[src/rtl/noc_pkt_codec_if.sv]
// noc_pkt_codec_if
//   Handshake and data bundle between a user module, the packet codec and
//   the NoC fabric port. Clock and reset are kept out of the bundle.
//   master : the user/fabric side. It drives the codec inputs.
//   slave  : the codec itself.
//   Signals:
//     tx_data_in/tx_dest_in/tx_valid_in/tx_ready_out : payload to be packed
//     tx_packet_out/tx_valid_out/tx_ready_in         : packet toward fabric
//     rx_packet_in/rx_valid_in/rx_ready_out          : packet from fabric
//     rx_data_out/rx_valid_out/rx_ready_in           : unpacked payload
//     rx_error_out                                   : sticky RX format error
interface noc_pkt_codec_if #(
  parameter int ADDRESS_WIDTH = 4,
  parameter int WIDTH_PKT     = 512,
  parameter int WIDTH_DATA    = 16
);
  logic [WIDTH_DATA-1:0]    tx_data_in;
  logic [ADDRESS_WIDTH-1:0] tx_dest_in;
  logic                     tx_valid_in;
  logic                     tx_ready_out;
  logic [WIDTH_PKT-1:0]     tx_packet_out;
  logic                     tx_valid_out;
  logic                     tx_ready_in;
  logic [WIDTH_PKT-1:0]     rx_packet_in;
  logic                     rx_valid_in;
  logic                     rx_ready_out;
  logic [WIDTH_DATA-1:0]    rx_data_out;
  logic                     rx_valid_out;
  logic                     rx_ready_in;
  logic                     rx_error_out;

  modport master (
    output tx_data_in, tx_dest_in, tx_valid_in, tx_ready_in,
    output rx_packet_in, rx_valid_in, rx_ready_in,
    input  tx_ready_out, tx_packet_out, tx_valid_out,
    input  rx_ready_out, rx_data_out, rx_valid_out, rx_error_out
  );

  modport slave (
    input  tx_data_in, tx_dest_in, tx_valid_in, tx_ready_in,
    input  rx_packet_in, rx_valid_in, rx_ready_in,
    output tx_ready_out, tx_packet_out, tx_valid_out,
    output rx_ready_out, rx_data_out, rx_valid_out, rx_error_out
  );
endinterface

[src/rtl/noc_pkt_codec.sv]
// noc_pkt_codec
//   Packs a WIDTH_DATA payload plus destination into a multi-flit NoC packet
//   (TX) and unpacks a received packet back into the payload (RX). Each path
//   is a single registered valid/ready stage, so TX->RX loopback is 2 cycles
//   of latency at 1 word/cycle.
//   Ports:
//     clk  : clock
//     rst  : asynchronous active-high reset
//     bus  : noc_pkt_codec_if.slave, all handshake/data signals
//   Configuration macro:
//     PKT_CODEC_RX_CHECK_EN : when defined, rx_error_out becomes a sticky flag
//       raised on any accepted RX packet whose head flit is malformed or
//       addressed to another node. When undefined, rx_error_out is 0.
//   Flit layout (flit 0 is the most significant flit of the packet):
//     [W-1] valid, [W-2] head, [W-3] tail, then payload.
//     Head flit: flags, VC, dest, HEAD_PL payload bits.
//     Body flit: flags, BODY_PL payload bits.
module noc_pkt_codec #(
  parameter int ADDRESS_WIDTH    = 4,
  parameter int VC_ADDRESS_WIDTH = 1,
  parameter int WIDTH_NOC        = 128,
  parameter int WIDTH_PKT        = 512,
  parameter int WIDTH_DATA       = 16,
  parameter int NODE_ID          = 1
) (
  input  logic             clk,
  input  logic             rst,
  noc_pkt_codec_if.slave   bus
);

  localparam int NUM_FLITS = WIDTH_PKT / WIDTH_NOC;
  localparam int PKT_REM   = WIDTH_PKT - NUM_FLITS * WIDTH_NOC;
  localparam int HEAD_PL   = WIDTH_NOC - 3 - VC_ADDRESS_WIDTH - ADDRESS_WIDTH;
  localparam int BODY_PL   = WIDTH_NOC - 3;
  localparam int F         = (WIDTH_DATA <= HEAD_PL) ? 1 :
                             1 + (WIDTH_DATA - HEAD_PL + BODY_PL - 1) / BODY_PL;
  // Payload capacity of the F used flits. It is always >= WIDTH_DATA.
  localparam int EXT       = HEAD_PL + (F - 1) * BODY_PL;

  generate
    if (F > NUM_FLITS) begin : g_bad_cfg
      $error("noc_pkt_codec: WIDTH_DATA needs more flits than WIDTH_PKT holds");
    end
  endgenerate

  // ---------------------------------------------------------------------------
  // TX packing
  // ---------------------------------------------------------------------------
  logic [EXT-1:0]       w_tx_ext;
  logic [WIDTH_PKT-1:0] w_tx_pkt;

  assign w_tx_ext = EXT'(bus.tx_data_in);

  generate
    for (genvar k = 0; k < NUM_FLITS; k++) begin : g_pack
      localparam int HI = WIDTH_PKT - 1 - k * WIDTH_NOC;
      if (k == 0) begin : g_head
        assign w_tx_pkt[HI -: WIDTH_NOC] = {1'b1, 1'b1, ((F == 1) ? 1'b1 : 1'b0),
                                            {VC_ADDRESS_WIDTH{1'b0}},
                                            bus.tx_dest_in,
                                            w_tx_ext[HEAD_PL-1:0]};
      end else if (k < F) begin : g_body
        assign w_tx_pkt[HI -: WIDTH_NOC] = {1'b1, 1'b0, ((k == F - 1) ? 1'b1 : 1'b0),
                                            w_tx_ext[HEAD_PL + (k-1)*BODY_PL +: BODY_PL]};
      end else begin : g_idle
        assign w_tx_pkt[HI -: WIDTH_NOC] = '0;
      end
    end
    // Bits below the last whole flit carry nothing.
    if (PKT_REM > 0) begin : g_rem
      assign w_tx_pkt[PKT_REM-1:0] = '0;
    end
  endgenerate

  // ---------------------------------------------------------------------------
  // TX stage
  // ---------------------------------------------------------------------------
  logic                 r_tx_full;
  logic [WIDTH_PKT-1:0] r_tx_pkt;
  logic                 w_tx_load;

  assign bus.tx_ready_out  = !r_tx_full || bus.tx_ready_in;
  assign w_tx_load         = bus.tx_valid_in && bus.tx_ready_out;
  assign bus.tx_valid_out  = r_tx_full;
  assign bus.tx_packet_out = r_tx_pkt;

  always_ff @(posedge clk or posedge rst) begin
    if (rst) begin
      r_tx_full <= 1'b0;
      r_tx_pkt  <= '0;
    end else if (w_tx_load) begin
      // Load wins over a simultaneous drain, so full stays set.
      r_tx_full <= 1'b1;
      r_tx_pkt  <= w_tx_pkt;
    end else if (r_tx_full && bus.tx_ready_in) begin
      r_tx_full <= 1'b0;
    end
  end

  // ---------------------------------------------------------------------------
  // RX unpacking: gather the payload fields of the used flits back into one
  // contiguous vector. VC/dest are ignored for data.
  // ---------------------------------------------------------------------------
  logic [EXT-1:0]        w_rx_ext;
  logic [WIDTH_DATA-1:0] w_rx_data;

  generate
    for (genvar k = 0; k < F; k++) begin : g_unpack
      localparam int LO = WIDTH_PKT - (k + 1) * WIDTH_NOC;
      if (k == 0) begin : g_head
        assign w_rx_ext[HEAD_PL-1:0] = bus.rx_packet_in[LO +: HEAD_PL];
      end else begin : g_body
        assign w_rx_ext[HEAD_PL + (k-1)*BODY_PL +: BODY_PL] = bus.rx_packet_in[LO +: BODY_PL];
      end
    end
  endgenerate

  assign w_rx_data = w_rx_ext[WIDTH_DATA-1:0];

  // Flags, idle flits and padding above WIDTH_DATA are not needed for data.
  logic w_unused;
  assign w_unused = ^{bus.rx_packet_in, w_rx_ext};

  // ---------------------------------------------------------------------------
  // RX stage
  // ---------------------------------------------------------------------------
  logic                  r_rx_full;
  logic [WIDTH_DATA-1:0] r_rx_data;
  logic                  w_rx_load;

  assign bus.rx_ready_out = !r_rx_full || bus.rx_ready_in;
  assign w_rx_load        = bus.rx_valid_in && bus.rx_ready_out;
  assign bus.rx_valid_out = r_rx_full;
  assign bus.rx_data_out  = r_rx_data;

  always_ff @(posedge clk or posedge rst) begin
    if (rst) begin
      r_rx_full <= 1'b0;
      r_rx_data <= '0;
    end else if (w_rx_load) begin
      r_rx_full <= 1'b1;
      r_rx_data <= w_rx_data;
    end else if (r_rx_full && bus.rx_ready_in) begin
      r_rx_full <= 1'b0;
    end
  end

  // ---------------------------------------------------------------------------
  // RX format / destination check
  // ---------------------------------------------------------------------------
`ifdef PKT_CODEC_RX_CHECK_EN
  localparam int DEST_HI  = WIDTH_PKT - 4 - VC_ADDRESS_WIDTH;
  localparam int TAIL_BIT = WIDTH_PKT - 3 - (F - 1) * WIDTH_NOC;

  logic w_rx_bad;
  logic r_rx_err;

  assign w_rx_bad = !bus.rx_packet_in[WIDTH_PKT-1]
                 || !bus.rx_packet_in[WIDTH_PKT-2]
                 || (bus.rx_packet_in[DEST_HI -: ADDRESS_WIDTH] != ADDRESS_WIDTH'(NODE_ID))
                 || !bus.rx_packet_in[TAIL_BIT];

  // Sticky until reset; the payload is still delivered on an error.
  always_ff @(posedge clk or posedge rst) begin
    if (rst) begin
      r_rx_err <= 1'b0;
    end else if (w_rx_load && w_rx_bad) begin
      r_rx_err <= 1'b1;
    end
  end

  assign bus.rx_error_out = r_rx_err;
`else
  assign bus.rx_error_out = 1'b0;
`endif

endmodule

[src/flat_wrapper.sv]
// flat-port wrapper written by rule: the top's interface ports become plain ports
module noc_pkt_codec_flat 
#(
  parameter int ADDRESS_WIDTH    = 4,
  parameter int VC_ADDRESS_WIDTH = 1,
  parameter int WIDTH_NOC        = 128,
  parameter int WIDTH_PKT        = 512,
  parameter int WIDTH_DATA       = 16,
  parameter int NODE_ID          = 1
)
  (clk, rst, bus_tx_data_in, bus_tx_dest_in, bus_tx_valid_in, bus_tx_ready_in, bus_rx_packet_in, bus_rx_valid_in, bus_rx_ready_in, bus_tx_ready_out, bus_tx_packet_out, bus_tx_valid_out, bus_rx_ready_out, bus_rx_data_out, bus_rx_valid_out, bus_rx_error_out);
  noc_pkt_codec_if #(.ADDRESS_WIDTH(ADDRESS_WIDTH), .WIDTH_PKT(WIDTH_PKT), .WIDTH_DATA(WIDTH_DATA)) bus_i ();
  input  logic clk;
  input  logic rst;
  input wire logic [$bits(bus_i.tx_data_in)-1:0] bus_tx_data_in;
  input wire logic [$bits(bus_i.tx_dest_in)-1:0] bus_tx_dest_in;
  input wire logic [$bits(bus_i.tx_valid_in)-1:0] bus_tx_valid_in;
  input wire logic [$bits(bus_i.tx_ready_in)-1:0] bus_tx_ready_in;
  input wire logic [$bits(bus_i.rx_packet_in)-1:0] bus_rx_packet_in;
  input wire logic [$bits(bus_i.rx_valid_in)-1:0] bus_rx_valid_in;
  input wire logic [$bits(bus_i.rx_ready_in)-1:0] bus_rx_ready_in;
  output wire logic [$bits(bus_i.tx_ready_out)-1:0] bus_tx_ready_out;
  output wire logic [$bits(bus_i.tx_packet_out)-1:0] bus_tx_packet_out;
  output wire logic [$bits(bus_i.tx_valid_out)-1:0] bus_tx_valid_out;
  output wire logic [$bits(bus_i.rx_ready_out)-1:0] bus_rx_ready_out;
  output wire logic [$bits(bus_i.rx_data_out)-1:0] bus_rx_data_out;
  output wire logic [$bits(bus_i.rx_valid_out)-1:0] bus_rx_valid_out;
  output wire logic [$bits(bus_i.rx_error_out)-1:0] bus_rx_error_out;
  assign bus_i.tx_data_in = bus_tx_data_in;
  assign bus_i.tx_dest_in = bus_tx_dest_in;
  assign bus_i.tx_valid_in = bus_tx_valid_in;
  assign bus_i.tx_ready_in = bus_tx_ready_in;
  assign bus_i.rx_packet_in = bus_rx_packet_in;
  assign bus_i.rx_valid_in = bus_rx_valid_in;
  assign bus_i.rx_ready_in = bus_rx_ready_in;
  assign bus_tx_ready_out = bus_i.tx_ready_out;
  assign bus_tx_packet_out = bus_i.tx_packet_out;
  assign bus_tx_valid_out = bus_i.tx_valid_out;
  assign bus_rx_ready_out = bus_i.rx_ready_out;
  assign bus_rx_data_out = bus_i.rx_data_out;
  assign bus_rx_valid_out = bus_i.rx_valid_out;
  assign bus_rx_error_out = bus_i.rx_error_out;
  noc_pkt_codec #(.ADDRESS_WIDTH(ADDRESS_WIDTH), .VC_ADDRESS_WIDTH(VC_ADDRESS_WIDTH), .WIDTH_NOC(WIDTH_NOC), .WIDTH_PKT(WIDTH_PKT), .WIDTH_DATA(WIDTH_DATA), .NODE_ID(NODE_ID)) u_core (.clk(clk), .rst(rst), .bus(bus_i));
endmodule
[config.mk]
export PLATFORM = sky130hd
export DESIGN_NAME = noc_pkt_codec_flat
export DESIGN_NICKNAME = d
export VERILOG_FILES = /design/src/rtl/noc_pkt_codec_if.sv /design/src/rtl/noc_pkt_codec.sv /design/src/flat_wrapper.sv
export SDC_FILE = /design/constraint.sdc
export NUM_CORES = 1
export LEC_CHECK = 0
export BUFFER_PORTS_ARGS = -buffer_cell sky130_fd_sc_hd__clkbuf_2
export CORE_AREA = 5 5 408 410
export DETAILED_ROUTE_END_ITERATION = 8
export DIE_AREA = 0 0 413 415
export PLACE_DENSITY = 0.3
export SLEW_MARGIN = 20
export SYNTH_ARGS = -nofsm -noshare
export SYNTH_HDL_FRONTEND = slang
export SYNTH_SLANG_ARGS = --single-unit
[constraint.sdc]
create_clock -name clk -period 2.31 [get_ports clk]
set_input_delay 0.1155 -clock clk [delete_from_list [all_inputs] [get_ports clk]]
set_output_delay 0.1155 -clock clk [all_outputs]
set_load 0.005 [all_outputs]
==> metrics.sh <==
STATUS='finished, final reports clean'
IR_DROP_WORST_VDD_mV=0.282
INITIAL_UTILIZATION_PCT=3.27
CLKSLEWWORSTSETUPHOLDPATHS_NS=0.09
HTREE_LEVELS=2
TIMING.HOLD.WORST.CLASS='input pin to register'
GRT_ANTENNA_BEFORE_REPAIR=6
CTS_BUFFER_DEPTH=2
WORST_ENDPOINT_REQUIRED_TIME_NS=2.55
DRT_ITER0_MARKERS=16
SYNTH_CELLS=579
TOTALPOWERFINAL_uW=2350
FINAL.PERIOD_UTILIZATION_PCT=59.5
SUM_NEG_SETUP_SLACK_NS=0
CRITICAL_PATH.MAX_STAGE_DELAY_NS=0.40
POST_ROUTE_CELLS_DRIVE_ABOVE_1_SHARE_PCT=19.4
MAXCAP_VIOLATIONS=0
WORSTHOLDPATHCELLS=2
CTS_MADE_BUFFERS=5
AVGSYNTHCELLAREA_SQ_UM=9.15
PWR_DENSITY_CELL_nW_PER_UM2=332
POSTLAYOUTCELLAREA_SQ_UM=7070
SETUP_CP_TYPE='register to register'
CLOCK_SKEW_NS=0.0195
TIMING.SLEW.HEADROOM_PCT=65.7
GRT_MAX_DEGREE=26
CLKSINKCOUNT=39
WORST_PATH_DOMINANT_CELL_FAMILY='simple AND/OR/NAND/NOR gates'
FINAL_NETS=1239
ROWS=148
INTERNAL-POWER_uW=1450
FIRST_PASS_GRT_WIRE_LENGTH_UM=16600
R2R_CELLS=3
POWER.NET_SWITCHING_uW=902
DRTPASS1ITERATIONS=3
WL_PER_CELL_UM=4.64
SETUP_VIOL=0
NUMPORTBUFFERS=84
WORST-ENDPOINT-ARRIVAL_NS=1.61
YS_TYPES=13
PATH_MAX_FANOUT=16
GRT_SETUP_UNREPAIRED='false'
OVERFLOW=0
PLACE_HPWL_UM=11300
STATIC-LEAKAGE-POWER_uW=0.00294
TIMING.HOLD.WORST.START='bus_rx_packet_in[389]'
ANT_NETS=0
PLACEDINSTANCEAREA_SQ_UM=6580
TRITONCTS='done'
AREA_GROWTH_SYN_TO_LAYOUT_PCT=33.4
MOSTFREQUENTLAYOUTCELLS='490 x conb_1, 84 x clkbuf_2, 39 x dfrtp_1'
CLK-INSERTION-DELAY-LATE_NS=0.34
POST-ROUTE-DRC-COUNT=0
SYNTH.YOSYS.SEQ_AREA_SHARE_PCT=18.4
NETLIST_AREA_SQ_UM=5300
CRITICAL_PATH.CELL_CHAIN='nand2b_4, nand2_4, mux2_2'
WORSTMARGINPINSLEW_NS=0.514
YOSYSWARNINGCOUNT=0
TIMING.FINAL.CRIT_PERIOD_NS=1.37
MAX_FREQ_MHz=727
POSTROUTEWIRELENGTH_UM=13400
HOLD_VIOLATIONS=0
CORE_AREA_SQ_UM=162000
PLACE_CONGESTION=0.586
VIAS_PER_CELL=0.892
GLOBAL_ROUTE.USAGE.TOTAL_PCT=1.41
POWER.SHARE.CLOCK_PCT=36.9
FINALMAXSLEWVIOLATIONS=0
DIE_WIDTH_UM=413
FLOORPLAN.DIE.HEIGHT_UM=415
TIMING.CRITICAL_PATH.SLOWEST_STAGE_CELL='dfrtp_1'
TIMING.REG2REG.SETUP_SLACK_NS=0.94
POST-ROUTE-WORST-SETUP-SLACK_NS=0.935
CTS.ROOT.BUFFER_CELL='clkbuf_16'
SYNTH_TOP_AREA_CELL='buf_4'
SYNTH-SEQ-CELLS=39
YS_TOP_CELLS_BY_AREA='buf_4 70%, dfrtp_1 18%, mux2_4 8.2%, mux2_2 1.5%, nand2b_4 0.52%'
WORST_SETUP_PATH_END_KIND='register'
LAYOUT.CELLS.MOST_COMMON='conb_1'
COMB_POWER_SHARE_PCT=27.7
FLOORPLAN.IO_PINS=1071
HOLD_PATH_END='u_core.bus.rx_data_out[5]'
WORST_SLACK_AFTER_DETAILED_PLACEMENT_NS=0.838
VIA_COUNT_OF_THE_FIRST_GLOBAL_ROUTING_PASS=2538
DIE-AREA_SQ_UM=171000
REGTOREGENDPOINT='u_core.bus.rx_data_out[11]'
SEQUENTIALPOWERSHARE_PCT=35.4
WORST_R2R_STARTPOINT='u_core.bus.rx_valid_out'
SW_FRAC_OF_TOTAL_PCT=38.4
DETAILROUTE.VIA_COUNT=2568
SYNTH_TOP_CELL_AREA_SHARE_PCT=69.7
TIMING.CRITICAL_PATH.FROM_TYPE='register'
WORSTPATHBUFFERINVERTERCOUNT=0
[power by group through the flow]
| stage | clock, uW | sequential [uW] | combinational (uW) |
|---|---|---|---|
| 3_5_place_dp | 0 | 846 | 595 |
| 6_report | 868 | 831 | 651 |
| 4_1_cts | 1010 | 834 | 648 |
| 2_1_floorplan | 0 | 848 | 959 |
| 3_3_place_gp | 0 | 842 | 604 |
| 5_1_grt | 996 | 847 | 755 |
[worst reg2reg max path: stages (launching register included)]
cell      delay, ns
dfrtp_1        0.40
nand2b_4       0.08
nand2_4        0.36
mux2_2         0.43
[metrics by stage]
stage | hold WS, ns | cells | utilization (%)
after detailed placement | 0.182 | 2835 | 4.06
after global routing | 0.00913 | 2877 | 4.36
after CTS | 0.00128 | 2877 | 4.36
after floorplan | 0.218 | 1068 | -
after global placement | 0.185 | 2835 | 4.06
final | 0.0379 | 2878 | 4.36
[sequential cells by signal, indices dropped and copies added (netlist names)]
| name | count |
|---|---|
| u_core.bus.rx_valid_out | 1 |
| u_core.bus.tx_valid_out | 1 |
| u_core.bus.rx_data_out | 16 |
| u_core.bus.tx_packet_out | 21 |
[synthesized netlist by cell type]
cell	n
buf_4	492
dfrtp_1	39
mux2_4	29
mux2_2	7
buf_6	2
nand2b_1	2
nand2b_4	2
buf_12	1
conb_1	1
inv_1	1
nand2_2	1
nand2_4	1
or2b_1	1
[repair_timing]
| action | CTS | global route |
|---|---|---|
| hold buffers | 34 | 0 |
| buffers inserted | 0 | 0 |
| resized for setup | 0 | 0 |
| hold endpoints to repair | 40 | 0 |
[metal layers]
metal	global-route usage (%)	share of wire, %	up-vias
met4	0.637	1.8	4
met1	1.55	35	1066
met5	0	0.20	-
met3	0.776	23	12
met2	2.22	40	447
li1	-	-	1039
[worst max path at each step]
stage                                  startpoint                         end  cells past startpoint
after floorplan           u_core.bus.rx_valid_out   u_core.bus.rx_data_out[0]                      4
after global placement    u_core.bus.rx_valid_out  u_core.bus.rx_data_out[12]                      3
after detailed placement  u_core.bus.rx_valid_out  u_core.bus.rx_data_out[14]                      3
after CTS                 u_core.bus.rx_valid_out  u_core.bus.rx_data_out[11]                      3
after global routing      u_core.bus.rx_valid_out  u_core.bus.rx_data_out[14]                      3
final                     u_core.bus.rx_valid_out  u_core.bus.rx_data_out[11]                      3
[cell type report]
| type | count | area, sq um |
|---|---|---|
| fillers | 19200 | 155000 |
| clock inverters | 3 | 25.0 |
| diodes | 1 | 2.50 |
| multi-input cells | 533 | 2420 |
| clock buffers | 5 | 125 |
| well taps | 2175 | 2720 |
| inverters | 1 | 5.00 |
| flip-flops and latches | 39 | 976 |
| repair buffers | 121 | 796 |
[cell families (layout without fill, tap and decap cells)]
group | count (synthesis) | in the layout | synth area share, %
other cells | 1 | 491 | 0.0708
buf+inv | 496 | 130 | 70.6
mux | 36 | 36 | 9.70
simple gates | 7 | 7 | 1.23
flops | 39 | 39 | 18.4
No activity file was read; power rests on OpenSTA's default activity.
